## config.mk

```make
export PLATFORM = sky130hd
export DESIGN_NAME = ifu
export DESIGN_NICKNAME = d
export VERILOG_FILES = /design/src/rtl/ifu.sv
export SDC_FILE = /design/constraint.sdc
export NUM_CORES = 1
export LEC_CHECK = 0
export CAP_MARGIN = 20
export CORE_UTILIZATION = 35
export DETAILED_ROUTE_END_ITERATION = 8
export DONT_BUFFER_PORTS = 1
export GPL_TIMING_DRIVEN = 0
export PLACE_DENSITY = 0.49
export SLEW_MARGIN = 20
export SYNTH_ARGS = -nofsm -noshare
export SYNTH_HDL_FRONTEND = slang
export SYNTH_SLANG_ARGS = --single-unit
export TNS_END_PERCENT = 100
```

## constraint.sdc

```tcl
create_clock -name clk -period 2.5 [get_ports clk]
set_input_delay 0.5 -clock clk [delete_from_list [all_inputs] [get_ports clk]]
set_output_delay 0.5 -clock clk [all_outputs]
set_load 0.05 [all_outputs]
```

## src/rtl/ifu.sv

```systemverilog
// Instruction fetch stage: one outstanding 32-bit read, stall buffering, redirect with stale-response drop.
// Optional IFU_PERF_CNT_EN adds fetch_cnt/drop_cnt performance counters.
module ifu #(
  parameter logic [63:0] RESET_PC  = 64'h8000_0000,
  parameter logic [31:0] NOP_INSTR = 32'h0000_0013
) (
  input  logic        clk,
  input  logic        rst,
  output logic        ireq,
  output logic [63:0] iaddr,
  input  logic        iresp_ok,
  input  logic [31:0] iresp_data,
  input  logic        redirect_valid,
  input  logic [63:0] redirect_pc,
  input  logic        stall,
  output logic [31:0] instr,
  output logic [63:0] pc,
  output logic        idu_valid
`ifdef IFU_PERF_CNT_EN
  ,
  output logic [63:0] fetch_cnt,
  output logic [63:0] drop_cnt
`endif
);

  typedef enum logic [1:0] {IDLE, FETCH, HOLD} state_t;

  state_t      state, state_nxt;
  logic [63:0] fetch_pc, fetch_pc_nxt, pend_pc, tgt, dlv_pc;
  logic [31:0] pend_instr, dlv_instr;
  logic        drop, drop_nxt;
  logic        deliver, latch, discard;

  assign tgt  = redirect_pc & ~64'h3;
  assign ireq = (state == FETCH);

  always_comb begin
    state_nxt    = state;
    fetch_pc_nxt = fetch_pc;
    drop_nxt     = drop;
    deliver      = 1'b0;
    latch        = 1'b0;
    discard      = 1'b0;
    dlv_pc       = pend_pc;
    dlv_instr    = pend_instr;
    case (state)
      IDLE: begin
        state_nxt = FETCH;
        if (redirect_valid) fetch_pc_nxt = tgt;
      end
      FETCH: begin
        if (redirect_valid) begin
          fetch_pc_nxt = tgt;
          // the in-flight response belongs to the old path
          if (iresp_ok) begin
            discard  = 1'b1;
            drop_nxt = 1'b0;
          end else begin
            drop_nxt = 1'b1;
          end
        end else if (iresp_ok) begin
          if (drop) begin
            discard  = 1'b1;
            drop_nxt = 1'b0;
          end else begin
            fetch_pc_nxt = iaddr + 64'd4;
            if (stall) begin
              latch     = 1'b1;
              state_nxt = HOLD;
            end else begin
              deliver   = 1'b1;
              dlv_pc    = iaddr;
              dlv_instr = iresp_data;
            end
          end
        end
      end
      HOLD: begin
        if (redirect_valid) begin
          fetch_pc_nxt = tgt;
          discard      = 1'b1;
          state_nxt    = FETCH;
        end else if (!stall) begin
          deliver   = 1'b1;
          state_nxt = FETCH;
        end
      end
      default: state_nxt = IDLE;
    endcase
  end

  always_ff @(posedge clk or negedge rst) begin
    if (!rst) begin
      state      <= IDLE;
      fetch_pc   <= RESET_PC;
      drop       <= 1'b0;
      iaddr      <= RESET_PC;
      instr      <= NOP_INSTR;
      pc         <= 64'd0;
      idu_valid  <= 1'b0;
      pend_instr <= NOP_INSTR;
      pend_pc    <= 64'd0;
    end else begin
      state     <= state_nxt;
      fetch_pc  <= fetch_pc_nxt;
      drop      <= drop_nxt;
      idu_valid <= deliver;
      // address is frozen only while a request is waiting for its response
      if (!(state == FETCH && !iresp_ok)) iaddr <= fetch_pc_nxt;
      if (deliver) begin
        instr <= dlv_instr;
        pc    <= dlv_pc;
      end else if (discard) begin
        instr <= NOP_INSTR;
      end
      if (latch) begin
        pend_instr <= iresp_data;
        pend_pc    <= iaddr;
      end
    end
  end

`ifdef IFU_PERF_CNT_EN
  always_ff @(posedge clk or negedge rst) begin
    if (!rst) begin
      fetch_cnt <= 64'd0;
      drop_cnt  <= 64'd0;
    end else begin
      if (deliver) fetch_cnt <= fetch_cnt + 64'd1;
      if (discard) drop_cnt  <= drop_cnt + 64'd1;
    end
  end
`endif

endmodule

```

==> results.sh, run 1 <==
export IMPL_status="finished, violations left"
export IMPL_violations="hold timing, setup timing"
export IMPL_dp_cells=2187
export IMPL_synth_edf_count=0
export IMPL_fillCellCount=4264
export IMPL_fmax_mhz=337.1
export IMPL_final_common_cell="dfrtp_1"
export IMPL_dpl_hpwl_um=41050
export IMPL_routed_wl_um=60200
export IMPL_ys_flop_type="dfrtp_1"
export IMPL_nNetsFinal=1816
export IMPL_finalSetupTns_ns=-13.18
export IMPL_yosysUniqueCellTypes=77
export IMPL_ys_ff_latch=324
export IMPL_die_w_um=215.5
export IMPL_wl_per_cell_um=25.75
export IMPL_seqPwrFrac=0.480
export IMPL_place_ws_ns=-1.800
export IMPL_synth_fa_ha_area_frac=0.003922
export IMPL_port_buffers=0
export IMPL_arrival_ns=3.40
export IMPL_syn_area_per_cell_um2=10.00
export IMPL_cap_violations=0
export IMPL_tightest_slew_ns=0.8659
export IMPL_startpoint_type="register"
export IMPL_r2r_setup_slack_ns=-0.47
export IMPL_cts_buffers=39
export IMPL_r2r_start="iaddr[2]"
export IMPL_synth_compound_area_frac=0.1781
export IMPL_h_tree_depth=2
export IMPL_synth_nets=1701
export IMPL_clk_pin_slew_worst_paths_ns=0.06
export IMPL_synth_area_um2=15950
export IMPL_die_area_um2=46440
export IMPL_period_needed_ns=2.966
export IMPL_io_pins=263
export IMPL_grt_use_total=0.2563
export IMPL_grt_pass1_wl_um=89360
export IMPL_p_per_area_nw_per_um2=1416
export IMPL_synth_mux_area_frac=0.1027
export IMPL_worstPathMaxFanout=6
export IMPL_critPathKind="register to register"
export IMPL_power_share_clock=0.210
export IMPL_async_flop_share=1.000
export IMPL_power_net_switching_mw=13.17
export IMPL_synthCells=1595
export IMPL_synthXorXnorAreaFrac=0.03239
export IMPL_max_slew_margin=0.4227
export IMPL_finalHoldViolCount=318
export IMPL_placed_area_um2=16800
export IMPL_rsz0062_at_grt="true"
export IMPL_coreArea_um2=44610
export IMPL_crit_start="iaddr[2]"
export IMPL_ant_nets=0
export IMPL_insertion_delay_ns=0.56
export IMPL_final_cell_mix="267 x dfrtp_1, 179 x nand2_1, 154 x o21ai_0"
export IMPL_p_sw_frac=0.4642
export IMPL_areaGrowthSynthToFinish_pct=25.67
export IMPL_synthSimpleGateAreaFrac=0.1356
export IMPL_num_rows=77
export IMPL_whs_ns=-0.3616
export IMPL_hold_class="primary input to async pin"
export IMPL_synth_top_family_by_area="compound AO/OA/AOI/OAI gates"
export IMPL_gp_congestion=0.9291
export IMPL_crit_required_ns=2.93
export IMPL_grt_ovfl_total=0
export IMPL_dr_pass1_iters=5
export IMPL_ys_warn_count=0
export IMPL_fin_cells=2338
export IMPL_via_per_inst=5.829
export IMPL_clock_root_buffer="clkbuf_16"
export IMPL_vias=13630
export IMPL_cts_tree="yes"
export IMPL_fin_skew_ns=0.01285
export IMPL_min_period_over_period=1.187
export IMPL_antenna_found_initial=12
export IMPL_fin_area_um2=20050
export IMPL_clk_path_buf_depth=3
export IMPL_grt_max_degree=325
export IMPL_drtIter0Drc=1148
export IMPL_crit_path_end_kind="register"
export IMPL_power_share_combinational=0.310
export IMPL_drv_slew=0
export IMPL_initial_core_util=0.3576
export IMPL_internal_power_mw=15.21
export IMPL_grt_pass1_vias=13700
export IMPL_vdd_drop_max_mv=0.7068
export IMPL_p_leak_nw=8.444
export IMPL_yosysSeqAreaShare=0.5089
export IMPL_finalSetupViolCount=59
export IMPL_drive_gt1_frac=0.3170
export IMPL_drcViolationCount=0
export IMPL_clkSinkCount=324
export IMPL_fin_ws_ns=-0.4665
export IMPL_die_height_um=215.5
layer usage:
metal  GRT usage  part of all wire  wire length, um
met1      0.3458              0.42            25540
met2      0.3924              0.45            27190
met3     0.07414             0.090             5417
met4     0.08723             0.033             1989
met5           0            0.0010               62
final cells by class:
type	instances	area, um2	area share
clock buffers	57	1126	0.05617
multi-input cells	1120	8066	0.4024
repair buffers	83	772.0	0.03851
plain buffers	126	869.6	0.04338
clock inverters	12	193.9	0.009674
diodes	8	20.02	0.0009986
flip-flops and latches	324	8195	0.4088
well taps	592	740.7	0.03695
inverters	16	63.81	0.003183
synth_stat cells (7+ instances only):
cell type	instances	share of area
a21oi_1	80	0.025
a221oi_1	7	0.0038
a22oi_1	79	0.037
a2bb2oi_1	7	0.0038
and3_1	11	0.0043
and4_1	10	0.0055
clkbuf_1	119	0.028
dfrtp_1	316	0.50
dfstp_2	8	0.013
inv_1	16	0.0038
mux2_2	117	0.083
mux2i_1	32	0.020
nand2_1	190	0.045
nand2b_1	7	0.0027
nand3_1	35	0.011
nand4_1	23	0.0090
nor2_1	107	0.025
nor3_1	19	0.0060
nor4_1	10	0.0039
o211ai_1	7	0.0033
o21ai_0	164	0.051
o22a_1	7	0.0038
o22ai_1	39	0.015
o31ai_1	11	0.0052
xnor2_1	28	0.015
xor2_1	31	0.017
state kept, by name (all words and copies together) (netlist names):
| name | count |
|---|---|
| drop | 1 |
| fetch_pc | 64 |
| iaddr | 64 |
| idu_valid | 1 |
| instr | 32 |
| pc | 64 |
| pend_instr | 32 |
| pend_pc | 64 |
| state | 2 |
power groups by stage:
| stage | Clock [mW] | Combinational, mW | Sequential (mW) |
|---|---|---|---|
| 4_1_cts | 6.12 | 8.21 | 13.6 |
| 5_1_grt | 6.31 | 9.57 | 13.9 |
| 3_3_place_gp | 0 | 7.27 | 13.5 |
| 6_report | 5.96 | 8.79 | 13.6 |
| 2_1_floorplan | 0 | 5.53 | 12.7 |
| 3_5_place_dp | 0 | 7.40 | 13.6 |
path summary, 6_finish.rpt:
| check | end | depth (start not counted) |
|---|---|---|
| hold / removal | pc[43] | 0 |
| setup reg to reg | iaddr[48] | 9 |
| setup / recovery | iaddr[48] | 9 |
| min in group clk | drop | 1 |
| hold reg to reg | fetch_pc[14] | 2 |
| max in group asynchronous | iaddr[10] | 0 |
metrics by stage:
stage | total power [mW] | utilization
after floorplan | 18.28 | -
after global placement | 20.76 | 0.3767
after detailed placement | 20.97 | 0.3767
after CTS | 27.92 | 0.4325
after global routing | 29.81 | 0.4492
final | 28.38 | 0.4494
critical path: stages (launching register included):
cell	delay, ns
dfrtp_4	0.60
ha_4	0.20
nand4_1	0.12
or4_4	0.66
buf_12	0.18
nor4_4	0.25
xnor2_2	0.17
nor2_1	0.06
o32a_1	0.32
mux2_4	0.29
kinds of logic after synthesis:
group	count (synthesis)
AO/OA/AOI/OAI	454
XOR/XNOR	59
adder cells (fa/ha/maj)	5
buffers and inverters	151
flip-flops	324
multiplexers	149
AND/OR/NAND/NOR	453
timing repair:
| item | CTS | global route |
|---|---|---|
| setup buffers | 46 | 39 |
| cloned | 1 | 0 |
| pin swaps | 52 | 43 |
| resized for setup | 251 | 159 |
| endpoints found under the setup margin | 301 | 247 |
| hold endpoints to repair | 324 | 324 |
Power figures use the tool's default switching activity.
==> inputs of run 2 (changes only) <==
==> constraint.sdc (replaced) <==
create_clock -name clk -period 2.5 [get_ports clk]
set_input_delay 0.25 -clock clk [delete_from_list [all_inputs] [get_ports clk]]
set_output_delay 0.25 -clock clk [all_outputs]
set_load 0.05 [all_outputs]
==> results.sh, run 2 (synthesis results as in run 1) <==
export IMPL_p_per_area_nw_per_um2=1373
export IMPL_clk_path_buf_depth=3
export IMPL_grt_use_total=0.2605
export IMPL_max_slew_margin=0.4199
export IMPL_power_net_switching_mw=13.24
export IMPL_internal_power_mw=15.29
export IMPL_final_common_cell="dfrtp_1"
export IMPL_grt_pass1_wl_um=91380
export IMPL_worstPathMaxFanout=6
export IMPL_drtIter0Drc=1173
export IMPL_cts_buffers=39
export IMPL_finalCoreUtilization=0.4657
export IMPL_gp_congestion=0.9291
export IMPL_drv_slew=0
export IMPL_die_height_um=215.5
export IMPL_arrival_ns=3.40
export IMPL_final_cell_mix="267 x dfrtp_1, 179 x nand2_1, 153 x o21ai_0"
export IMPL_status="finished, violations left"
export IMPL_clock_root_buffer="clkbuf_16"
export IMPL_p_sw_frac=0.4641
export IMPL_period_needed_ns=2.959
export IMPL_wl_per_cell_um=25.28
export IMPL_ant_nets=0
export IMPL_nNetsFinal=1891
export IMPL_areaGrowthSynthToFinish_pct=30.22
export IMPL_grt_max_degree=325
export IMPL_seqPwrFrac=0.478
export IMPL_routed_wl_um=61000
export IMPL_fin_ws_ns=-0.4593
export IMPL_cap_violations=0
export IMPL_insertion_delay_ns=0.56
export IMPL_fmax_mhz=337.9
export IMPL_clkSinkCount=324
export IMPL_dpl_hpwl_um=41050
export IMPL_p_leak_nw=8.741
export IMPL_grt_ovfl_total=0
export IMPL_crit_path_end_kind="register"
export IMPL_place_ws_ns=-1.800
export IMPL_coreArea_um2=44610
export IMPL_violations="hold timing, setup timing"
export IMPL_fin_area_um2=20770
export IMPL_placed_area_um2=16800
export IMPL_dr_pass1_iters=7
export IMPL_drcViolationCount=0
export IMPL_dp_cells=2187
export IMPL_antenna_found_initial=9
export IMPL_crit_required_ns=2.94
export IMPL_min_period_over_period=1.184
export IMPL_tightest_slew_ns=0.8702
export IMPL_power_share_clock=0.209
export IMPL_power_share_combinational=0.313
export IMPL_startpoint_type="register"
export IMPL_vias=13950
export IMPL_vdd_drop_max_mv=0.6684
export IMPL_finalSetupViolCount=59
export IMPL_cts_tree="yes"
export IMPL_fin_cells=2413
export IMPL_die_w_um=215.5
export IMPL_port_buffers=0
export IMPL_io_pins=263
export IMPL_cts_hold_buffers=80
export IMPL_finalHoldViolCount=325
export IMPL_whs_ns=-0.6114
export IMPL_clk_pin_slew_worst_paths_ns=0.06
export IMPL_initial_core_util=0.3576
export IMPL_fin_skew_ns=0.01541
export IMPL_via_per_inst=5.782
export IMPL_rsz0062_at_grt="true"
export IMPL_die_area_um2=46440
export IMPL_critPathKind="register to register"
export IMPL_num_rows=77
export IMPL_hold_class="primary input to async pin"
export IMPL_grt_pass1_vias=14140
export IMPL_h_tree_depth=2
export IMPL_drive_gt1_frac=0.2995
[run 2: cell count changes in the layout (fill, tap and decap cells not counted), moves of 2 or more]
cell,previous run,this run
a21oi_1,70,72
a21oi_2,10,8
buf_6,26,23
clkbuf_2,42,39
clkbuf_4,15,18
dlygate4sd3_1,0,80
o21ai_2,3,5
xnor2_1,17,19
xnor2_2,9,7
[run 2: power by group through the flow]
stage               clock network [mW]  registers (mW)  logic [mW]
CTS                               6.12            13.6        8.34
finish                            5.97            13.6        8.92
global route                      6.30            13.9        9.71
floorplan                            0            12.7        5.53
detailed placement                   0            13.6        7.40
global placement                     0            13.5        7.27
[run 2: cell type report]
class	count	area, um2
Inverter	16	63.81
Antenna cell	8	20.02
Clock inverter	12	193.9
Multi-Input combinational cell	1120	8046
Timing Repair Buffer	158	1511
Clock buffer	57	1126
Tap cell	592	740.7
Buffer	126	875.8
Fill cell	4210	23830
Sequential cell	324	8195
[run 2: repair_timing]
item / CTS / global route
cloned: 1 / 0
pin swaps: 52 / 41
setup endpoints to repair: 301 / 247
resized for setup: 251 / 157
buffers inserted: 46 / 34
hold endpoints to repair: 446 / 325
[run 2: worst paths after layout]
| path | startpoint | to | slack, ns | depth (start not counted) |
|---|---|---|---|---|
| max | iaddr[2] | iaddr[48] | -0.46 | 9 |
| min | rst | pc[43] | -0.61 | 0 |
| max reg2reg | iaddr[2] | iaddr[48] | -0.46 | 9 |
| min reg2reg | fetch_pc[14] | fetch_pc[14] | 0.46 | 2 |
| max in group asynchronous | rst | iaddr[3] | 2.55 | 0 |
| min in group clk | redirect_pc[63] | fetch_pc[63] | -0.03 | 2 |
[run 2: routing by layer]
layer | track usage | up-vias | wire length [um]
met5 | 0 | - | 48
met4 | 0.09314 | 8 | 2096
met3 | 0.06765 | 122 | 5125
met2 | 0.3999 | 576 | 27500
met1 | 0.3539 | 7079 | 26230
li1 | - | 6167 | -
[run 2: through the flow]
stage                     power, mW  setup TNS [ns]
final                         28.53          -12.73
after detailed placement      20.97         -305.04
after CTS                     28.05          -13.35
after global routing          29.95          -17.97
after floorplan               18.28          -2.501
after global placement        20.76         -332.68
[run 2: worst max-delay path, cell delays in order, from the launching register on]
cell     delay [ns]
dfrtp_4        0.59
ha_4           0.20
nand4_1        0.11
or4_4          0.66
buf_12         0.18
nor4_4         0.25
xnor2_2        0.17
nor2_1         0.06
o32a_1         0.32
mux2_4         0.29
==> inputs of run 3 (changes only) <==
--- a/config.mk
+++ b/config.mk
@@ -11,6 +11,7 @@
 export DONT_BUFFER_PORTS = 1
 export GPL_TIMING_DRIVEN = 0
 export PLACE_DENSITY = 0.49
+export SKIP_CTS_REPAIR_TIMING = 1
 export SLEW_MARGIN = 20
 export SYNTH_ARGS = -nofsm -noshare
 export SYNTH_HDL_FRONTEND = slang
==> results.sh, run 3 (synthesis results as in run 1) <==
export IMPL_status="finished, violations left"
export IMPL_violations="hold timing, setup timing"
export IMPL_areaGrowthSynthToFinish_pct=27.84
export IMPL_cts_tree="yes"
export IMPL_io_pins=263
export IMPL_worstReg2RegEnd="iaddr[60]"
export IMPL_gp_congestion=0.9291
export IMPL_grt_use_total=0.2498
export IMPL_ant_nets=0
export IMPL_fin_total_pwr_mw=28.18
export IMPL_fmax_mhz=336.4
export IMPL_max_slew_margin=0.4289
export IMPL_wl_per_cell_um=25.17
export IMPL_nNetsFinal=1862
export IMPL_coreArea_um2=44610
export IMPL_drcViolationCount=0
export IMPL_whs_ns=-0.6141
export IMPL_dpl_hpwl_um=41050
export IMPL_h_tree_depth=2
export IMPL_num_rows=77
export IMPL_finalSetupTns_ns=-15.10
export IMPL_vias=13710
export IMPL_final_cell_mix="274 x dfrtp_1, 180 x nand2_1, 150 x o21ai_0"
export IMPL_rsz0062_at_grt="true"
export IMPL_path_cells="buf_6, nand4_4, or4_4, buf_12, nor3_4, buf_12, buf_12, nand3_4, buf_4, nor2_4, a31o_2, a21oi_1"
export IMPL_arrival_ns=3.40
export IMPL_dr_pass1_iters=5
export IMPL_fin_skew_ns=0.01345
export IMPL_critPathKind="register to register"
export IMPL_grt_ovfl_total=0
export IMPL_die_w_um=215.5
export IMPL_clock_root_buffer="clkbuf_16"
export IMPL_clk_path_buf_depth=3
export IMPL_hold_class="primary input to async pin"
export IMPL_die_height_um=215.5
export IMPL_drtIter0Drc=1154
export IMPL_grt_pass1_vias=13240
export IMPL_min_period_over_period=1.189
export IMPL_grt_max_degree=325
export IMPL_crit_top_cell="buf_12"
export IMPL_fillCellCount=4237
export IMPL_tightest_slew_ns=0.8567
export IMPL_via_per_inst=5.751
export IMPL_cap_violations=0
export IMPL_cts_buffers=39
export IMPL_cp_slowest_cell="or4_4"
export IMPL_drv_slew=0
export IMPL_initial_core_util=0.3576
export IMPL_max_stage_delay_ns=0.61
export IMPL_crit_required_ns=2.93
export IMPL_vdd_drop_max_mv=0.6448
export IMPL_p_leak_nw=8.568
export IMPL_grt_pass1_wl_um=86970
export IMPL_r2r_start="iaddr[5]"
export IMPL_crit_path_end_kind="register"
export IMPL_clk_pin_slew_worst_paths_ns=0.06
export IMPL_drive_gt1_frac=0.2988
export IMPL_finalHoldViolCount=331
export IMPL_die_area_um2=46440
export IMPL_clkSinkCount=324
export IMPL_fin_cells=2384
export IMPL_routed_wl_um=60010
export IMPL_dp_cells=2187
export IMPL_final_common_cell="dfrtp_1"
export IMPL_insertion_delay_ns=0.56
export IMPL_startpoint_type="register"
export IMPL_worstPathMaxFanout=7
export IMPL_period_needed_ns=2.972
export IMPL_fin_ws_ns=-0.4723
export IMPL_finalSetupViolCount=60
export IMPL_port_buffers=0
export IMPL_antenna_found_initial=10
export IMPL_reg2reg_depth=12
export IMPL_place_ws_ns=-1.800
export IMPL_r2r_setup_slack_ns=-0.47
export IMPL_p_per_area_nw_per_um2=1382
run 3: cell count changes in the layout (fill, tap and decap cells not counted), moves of 7 or more:
cell           before  now
clkbuf_8           13    4
dfrtp_1           267  274
dfrtp_2            44   37
dlygate4sd3_1      80   64
run 3: routing by layer:
| layer | share of wire | vias to the layer above | global-route usage |
|---|---|---|---|
| li1 | - | 6104 | - |
| met1 | 0.43 | 6982 | 0.3413 |
| met2 | 0.45 | 511 | 0.3831 |
| met3 | 0.082 | 106 | 0.07089 |
| met4 | 0.030 | 8 | 0.07423 |
| met5 | 0.00082 | - | 0 |
run 3: worst max path at each step:
stage               slack, ns  startpoint         to
floorplan               -0.28    iaddr[2]  iaddr[48]
global placement        -2.24    state[1]   instr[9]
CTS                     -1.82    state[1]   instr[6]
finish                  -0.47    iaddr[5]  iaddr[60]
global route            -0.56    iaddr[5]  iaddr[63]
detailed placement      -1.80    state[1]  instr[31]
run 3: layout make-up:
type                            count  area (um2)  area share
Clock buffer                       57        1126     0.05521
Clock inverter                     12       193.9    0.009509
Timing Repair Buffer              129        1220     0.05982
Inverter                           16       63.81    0.003129
Multi-Input combinational cell   1120        8050      0.3947
Buffer                            126       793.3     0.03890
Tap cell                          592       740.7     0.03632
Antenna cell                        8       20.02   0.0009816
Sequential cell                   324        8187      0.4014
run 3: power breakdown:
| group | total [mW] | internal, mW | switching, mW |
|---|---|---|---|
| clock network | 5.97 | 3.64 | 2.33 |
| registers | 13.6 | 7.58 | 6.01 |
| logic | 8.62 | 3.82 | 4.80 |
run 3: stage by stage:
| step | cell area (um2) | utilization |
|---|---|---|
| floorplan | 16060 | - |
| global placement | 16800 | 0.3767 |
| detailed placement | 16800 | 0.3767 |
| CTS | 18120 | 0.4063 |
| global route | 20390 | 0.4570 |
| finish | 20390 | 0.4572 |
run 3: worst max-delay path: cells and delay by family (launching register included):
kind / cells / cell delay (ns)
AOI/OAI and AO/OA: 2 / 0.22
buffers and inverters: 5 / 0.81
DFF: 1 / 0.55
and+or+nand+nor: 5 / 1.24
